<file path="src/rtl/lzd_pkg.sv">
`default_nettype none
// ============================================================================
//  Module   : lzd_pkg
//  Brief    : Shared widths and constants for the shared LZD/normaliser block
//  Revision : 1.0 - initial release
// ============================================================================
package lzd_pkg;

  localparam int DATA_W = 48;
  localparam int LZ_W   = 6;
  localparam int TAG_W  = 2;

  // Count reported for an all-zero operand
  localparam logic [LZ_W-1:0] LZ_ZERO = 6'd48;

  // Requester identities as carried in out_src and the round-robin pointer
  localparam logic SRC_LOG  = 1'b0;
  localparam logic SRC_SQRT = 1'b1;

endpackage : lzd_pkg
`default_nettype wire

</file>
<file path="src/rtl/lzd_norm_arbiter_lzd.sv">
`default_nettype none
// ============================================================================
//  Module   : lzd_norm_arbiter_lzd
//  Brief    : Combinational leading-zero detector. Count = DATA_W-1 minus the
//             index of the highest set bit, DATA_W when the operand is zero.
//  Revision : 1.0 - initial release
// ============================================================================
module lzd_norm_arbiter_lzd
  import lzd_pkg::*;
#(
  parameter int DATA_W_P = DATA_W,
  parameter int LZ_W_P   = LZ_W
) (
  input  logic                en,
  input  logic [DATA_W_P-1:0] data,
  output logic [LZ_W_P-1:0]   lz,
  output logic                zero
);

  // Scan upward so the highest set bit is the last one to write the count
  always_comb begin
    lz   = '0;
    zero = 1'b0;
    if (en) begin
      lz   = LZ_W_P'(DATA_W_P);
      zero = 1'b1;
      for (int i = 0; i < DATA_W_P; i++) begin
        if (data[i]) begin
          lz   = LZ_W_P'(DATA_W_P - 1 - i);
          zero = 1'b0;
        end
      end
    end
  end

endmodule : lzd_norm_arbiter_lzd
`default_nettype wire

</file>
<file path="src/rtl/lzd_norm_arbiter.sv">
`default_nettype none
// ============================================================================
//  Module   : lzd_norm_arbiter
//  Brief    : Round-robin shares one 48-bit LZD + left-shift normaliser between
//             the log path (req0) and the sqrt path (req1). Two-stage pipeline:
//             operand register S1 and result register S2, valid/ready on both
//             sides, capacity two operands.
//  Revision : 1.0 - initial release
// ============================================================================
module lzd_norm_arbiter
  import lzd_pkg::*;
#(
  parameter int DATA_W_P = DATA_W,   // only 48 is supported
  parameter int LZ_W_P   = LZ_W,
  parameter int TAG_W_P  = TAG_W
) (
  input  logic                clk,
  input  logic                reset_n,
  input  logic                req0_valid,
  input  logic [DATA_W_P-1:0] req0_data,
  input  logic [TAG_W_P-1:0]  req0_tag,
  output logic                req0_ready,
  input  logic                req1_valid,
  input  logic [DATA_W_P-1:0] req1_data,
  input  logic [TAG_W_P-1:0]  req1_tag,
  output logic                req1_ready,
  output logic                out_valid,
  input  logic                out_ready,
  output logic                out_src,
  output logic [TAG_W_P-1:0]  out_tag,
  output logic [LZ_W_P-1:0]   out_lz,
  output logic [DATA_W_P-1:0] out_norm,
  output logic                out_zero
);

  // Operand stage
  logic                s1_v;
  logic [DATA_W_P-1:0] s1_data;
  logic [TAG_W_P-1:0]  s1_tag;
  logic                s1_src;

  // Round-robin pointer: source of the most recently accepted operand
  logic last;

  logic                s2_load;
  logic                s1_free;
  logic                grant;
  logic                accept;
  logic [LZ_W_P-1:0]   lz_cnt;
  logic                lz_zero;
  logic [DATA_W_P-1:0] norm_val;

  assign s2_load = s1_v && (!out_valid || out_ready);
  assign s1_free = !s1_v || s2_load;

  // Grant: a lone requester wins; on contention the one not served last wins.
  // With nobody requesting, the grant parks on the requester due next.
  always_comb begin
    grant = ~last;
    if (req0_valid && req1_valid) begin
      grant = ~last;
    end else if (req0_valid) begin
      grant = SRC_LOG;
    end else if (req1_valid) begin
      grant = SRC_SQRT;
    end
  end

  // Readies are gated by reset so nothing is accepted while reset is held
  assign req0_ready = reset_n && s1_free && (grant == SRC_LOG);
  assign req1_ready = reset_n && s1_free && (grant == SRC_SQRT);
  assign accept     = (req0_valid && req0_ready) || (req1_valid && req1_ready);

  // S1 capture and round-robin update; the pointer moves only on a transfer
  // so a stalled grant is never rotated away from its waiting requester
  always_ff @(posedge clk or negedge reset_n) begin
    if (!reset_n) begin
      s1_v    <= 1'b0;
      s1_data <= '0;
      s1_tag  <= '0;
      s1_src  <= SRC_LOG;
      last    <= SRC_SQRT;
    end else begin
      if (accept) begin
        s1_v    <= 1'b1;
        s1_data <= (grant == SRC_SQRT) ? req1_data : req0_data;
        s1_tag  <= (grant == SRC_SQRT) ? req1_tag  : req0_tag;
        s1_src  <= grant;
        last    <= grant;
      end else if (s2_load) begin
        s1_v    <= 1'b0;
      end
    end
  end

  lzd_norm_arbiter_lzd #(
    .DATA_W_P (DATA_W_P),
    .LZ_W_P   (LZ_W_P)
  ) u_lzd (
    .en   (1'b1),
    .data (s1_data),
    .lz   (lz_cnt),
    .zero (lz_zero)
  );

  // A zero operand reports count DATA_W, so the shift already yields zero;
  // the explicit select keeps the result independent of shift-overflow rules
  assign norm_val = lz_zero ? '0 : (s1_data << lz_cnt);

  // Result register: loads from S1 when free or draining, otherwise holds
  always_ff @(posedge clk or negedge reset_n) begin
    if (!reset_n) begin
      out_valid <= 1'b0;
      out_src   <= SRC_LOG;
      out_tag   <= '0;
      out_lz    <= '0;
      out_norm  <= '0;
      out_zero  <= 1'b0;
    end else if (s2_load) begin
      out_valid <= 1'b1;
      out_src   <= s1_src;
      out_tag   <= s1_tag;
      out_lz    <= lz_cnt;
      out_norm  <= norm_val;
      out_zero  <= lz_zero;
    end else if (out_ready) begin
      out_valid <= 1'b0;
    end
  end

endmodule : lzd_norm_arbiter
`default_nettype wire
</file>
<file path="config.mk">
export PLATFORM = sky130hd
export DESIGN_NAME = lzd_norm_arbiter
export DESIGN_NICKNAME = d
export VERILOG_FILES = /design/src/rtl/lzd_pkg.sv /design/src/rtl/lzd_norm_arbiter_lzd.sv /design/src/rtl/lzd_norm_arbiter.sv
export SDC_FILE = /design/constraint.sdc
export NUM_CORES = 1
export LEC_CHECK = 0
export ABC_AREA = 1
export CORE_MARGIN = 2
export CORE_UTILIZATION = 35
export CTS_CLUSTER_SIZE = 40
export DETAILED_ROUTE_END_ITERATION = 8
export GPL_TIMING_DRIVEN = 0
export PLACE_DENSITY = 0.55
export SKIP_CTS_REPAIR_TIMING = 1
export SYNTH_ARGS = -nofsm -noshare
export SYNTH_HDL_FRONTEND = slang
export SYNTH_HIERARCHICAL = 1
export SYNTH_SLANG_ARGS = --single-unit
</file>
<file path="constraint.sdc">
create_clock -name clk -period 10.6 [get_ports clk]
set_clock_uncertainty 0.1 [all_clocks]
set_input_delay 2.12 -clock clk [delete_from_list [all_inputs] [get_ports clk]]
set_output_delay 2.12 -clock clk [all_outputs]
set_load 0.01 [all_outputs]
</file>
==> reports/qor.json <==
{
  "syn_inst": 1231,
  "leakage_uw": 0.00471,
  "worst_path_max_delay_cell": "sky130_fd_sc_hd__clkdlybuf4s50_1",
  "relSlewSlack": 0.454,
  "yosysSeqAreaShare": 0.355,
  "synthesis.area_sq_um": 7910,
  "diode_insertion_count_for_antenna_repair": 0,
  "viasPerCell": 5.26,
  "ioPinCount": 166,
  "critical_path.cell_chain": "clkdlybuf4s50_1 > inv_1 > a21oi_2 > inv_2 > clkbuf_1 > nor2_1 > clkdlybuf4s50_1",
  "drt_first_iter_violations": 633,
  "slowest_delay_ns": 0.55,
  "worst_skew_pair.late_latency_ns": 0.37,
  "grt_usage": 0.270,
  "drc": 0,
  "critical-path-top-delay-family": "buffers and inverters",
  "hold_path_class": "flip-flop to flip-flop",
  "die_height_um": 154,
  "cp.arrival_ns": 4.19,
  "tightestPinTransition_ns": 0.817,
  "path_buf_inv": 5,
  "global_route.overflow_total": 0,
  "endpoint_kind": "primary output",
  "synth_edf_count": 0,
  "area_of_the_die_sq_um": 23800,
  "outcome": "completed",
  "cts_inserted_buffers": 9,
  "finalNetCount": 1514,
  "clock_sink_count": 112,
  "rsz0062_at_grt": "no",
  "numPortBuffers": 165,
  "timing.max_cap.violations": 0,
  "cp-start-kind": "primary input",
  "yosysWarningCount": 6,
  "vdd_ir_drop_max_mv": 0.0822,
  "hpwlAfterDp_um": 25800,
  "via_count_of_the_first_global_routing_pass": 8625,
  "finish.cell_count_without_fillers": 1699,
  "worst_hold_slack_ns": 0.380,
  "fillers": 2436,
  "max-clock-path-buffers": 2,
  "area_delta_synth_final_pct": 29.9,
  "crit_path_frequent_cell": "sky130_fd_sc_hd__clkdlybuf4s50_1",
  "cts_max_level": 3,
  "std_cell_rows": 55,
  "largest_cells_by_area_after_synthesis": "sky130_fd_sc_hd__dfrtp_1 (35%), sky130_fd_sc_hd__nand3_1 (19%), sky130_fd_sc_hd__nand2_1 (18%), sky130_fd_sc_hd__o21ai_0 (5.6%), sky130_fd_sc_hd__nor2_1 (3.9%)",
  "slew_viol_final": 0,
  "grt_max_degree": 79,
  "die_width_um": 154,
  "timing.final.setup_violations": 0,
  "criticalPathCategory": "primary input to primary output",
  "max_freq_ghz": 0.156,
  "min_period_over_period": 0.605,
  "initial_utilization": 0.353,
  "fin_crit_ns": 6.41,
  "synthDominantCellAreaShare": 0.351,
  "final-hold-violation-count": 0,
  "crit_fanout": 10,
  "synth.lib_cells_used.distinct": 39,
  "synth.avg_cell_area_sq_um": 6.42,
  "grt_pass1_wl_um": 49900,
  "cts_tree": "built",
  "pwr_density_cell_nw_per_um2": 206,
  "detail_route.wl_per_cell_um": 18.6,
  "cts_root_buf": "sky130_fd_sc_hd__clkbuf_16",
  "ant_nets": 0,
  "placeableCoreArea_sq_um": 22400,
  "routed_wirelength_um": 31500,
  "cp.required_ns": 8.38,
  "dpl.cell_count": 1683,
  "synth-async-reset-ratio": 1.00,
  "drt_first_pass_iters": 8,
  "clk_transition_reported_paths_ns": 0.07,
  "yosys_register_bits": 112,
  "synth-main-ff-cell": "sky130_fd_sc_hd__dfrtp_1",
  "vias": 8944,
  "final.setup.tns_ns": 0,
  "drive_gt1_frac": 0.0644,
  "grt_antenna_before_repair": 0,
  "synth.largest_area_cell": "sky130_fd_sc_hd__dfrtp_1",
  "routabilityCongestion": 0.970
}
logic make-up (layout without fill, tap and decap cells):
kind of cell | Yosys count | count (layout) | share of synthesized area
buffers and inverters | 148 | 330 | 0.0873
other | 1 | 2 | 0.000474
AO/OA/AOI/OAI | 192 | 192 | 0.129
AND/OR/NAND/NOR | 778 | 778 | 0.428
flip-flops | 112 | 112 | 0.355
cells in the final DEF (no fill, tap or decap), types with 2 or more instances in the layout:
master / n
sky130_fd_sc_hd__inv_6: 2
sky130_fd_sc_hd__buf_2: 26
sky130_fd_sc_hd__conb_1: 2
sky130_fd_sc_hd__o21ai_0: 89
sky130_fd_sc_hd__nor2_1: 82
sky130_fd_sc_hd__nand4_1: 3
sky130_fd_sc_hd__o31ai_1: 8
sky130_fd_sc_hd__nand3_2: 5
sky130_fd_sc_hd__buf_6: 6
sky130_fd_sc_hd__clkinv_1: 2
sky130_fd_sc_hd__dfrtp_1: 111
sky130_fd_sc_hd__o21ai_1: 61
sky130_fd_sc_hd__a21oi_2: 3
sky130_fd_sc_hd__nand2_2: 7
sky130_fd_sc_hd__nand3_1: 298
sky130_fd_sc_hd__nand2_1: 374
sky130_fd_sc_hd__o22ai_1: 3
sky130_fd_sc_hd__clkbuf_1: 31
sky130_fd_sc_hd__buf_1: 12
sky130_fd_sc_hd__inv_2: 10
sky130_fd_sc_hd__a21oi_1: 21
sky130_fd_sc_hd__clkdlybuf4s50_1: 164
sky130_fd_sc_hd__bufinv_8: 2
sky130_fd_sc_hd__buf_4: 5
sky130_fd_sc_hd__nor4_1: 2
sky130_fd_sc_hd__inv_1: 53
sky130_fd_sc_hd__nor3_1: 2
sky130_fd_sc_hd__clkbuf_16: 9
sky130_fd_sc_hd__a31oi_1: 2
layer usage:
metal | vias up | track usage | share of wire
li1 | 4473 | - | -
met1 | 4098 | 0.368 | 0.45
met2 | 333 | 0.447 | 0.46
met3 | 40 | 0.0333 | 0.057
met4 | 0 | 0.0873 | 0.027
met5 | - | 0 | 0
final timing paths:
kind / startpoint / endpoint / slack, ns / depth (start not counted)
max: req0_valid / req0_ready / 4.19 / 7
min: out_norm[42] / out_norm[42] / 0.38 / 2
max reg2reg: s1_data[0] / out_norm[36] / 6.09 / 58
min reg2reg: out_norm[42] / out_norm[42] / 0.38 / 2
max in group asynchronous: reset_n / s1_data[29] / 8.15 / 2
min in group asynchronous: reset_n / out_norm[36] / 1.54 / 1
metrics by stage:
stage	total power, uW	instance area, sq um	setup WS (ns)	utilization
floorplan	1250	7910	5.50	-
global placement	1740	9920	-0.0734	0.442
detailed placement	1740	9950	4.12	0.444
CTS	2120	10300	4.12	0.458
global route	2280	10300	4.01	0.458
finish	2120	10300	4.19	0.458
registers in the layout, indices dropped and copies added (netlist names):
name and flops:
out_src 1, out_lz 6, s1_src 1, out_valid 1, s1_data 48, out_tag 2
out_norm 48, s1_tag 2, out_zero 1, last 1, s1_v 1
Yosys cell counts, drive strengths merged, types with 2 or more instances:
cell type  count
o21ai        150
inv           64
buf           49
nand4          4
nor2          84
dfrtp        111
a21oi         24
clkinv         2
o31ai          9
o22ai          3
nor4           2
nand3        303
clkbuf        31
bufinv         2
nand2        382
a31oi          2
nor3           2
power breakdown:
| part | leakage, uW | switching, uW | internal, uW |
|---|---|---|---|
| Sequential | 0.00139 | 129 | 563 |
| Clock | 0.000158 | 176 | 196 |
| Combinational | 0.00317 | 610 | 440 |
tightest hold or removal path: cells and delay by family, from the launching register on:
family	cells	cell delay [ns]
and+or+nand+nor	2	0.10
DFF	1	0.35
final cells by class:
| class | instances | area [sq um] | area share |
|---|---|---|---|
| inverter | 68 | 285 | 0.0278 |
| buffer | 80 | 405 | 0.0395 |
| tap | 285 | 357 | 0.0347 |
| clock inverter | 6 | 83.8 | 0.00816 |
| multi-input combinational | 972 | 4420 | 0.430 |
| clock buffer | 10 | 239 | 0.0233 |
| timing repair buffer | 166 | 1680 | 0.164 |
| sequential | 112 | 2800 | 0.273 |
No activity file was read; power rests on OpenSTA's default activity.
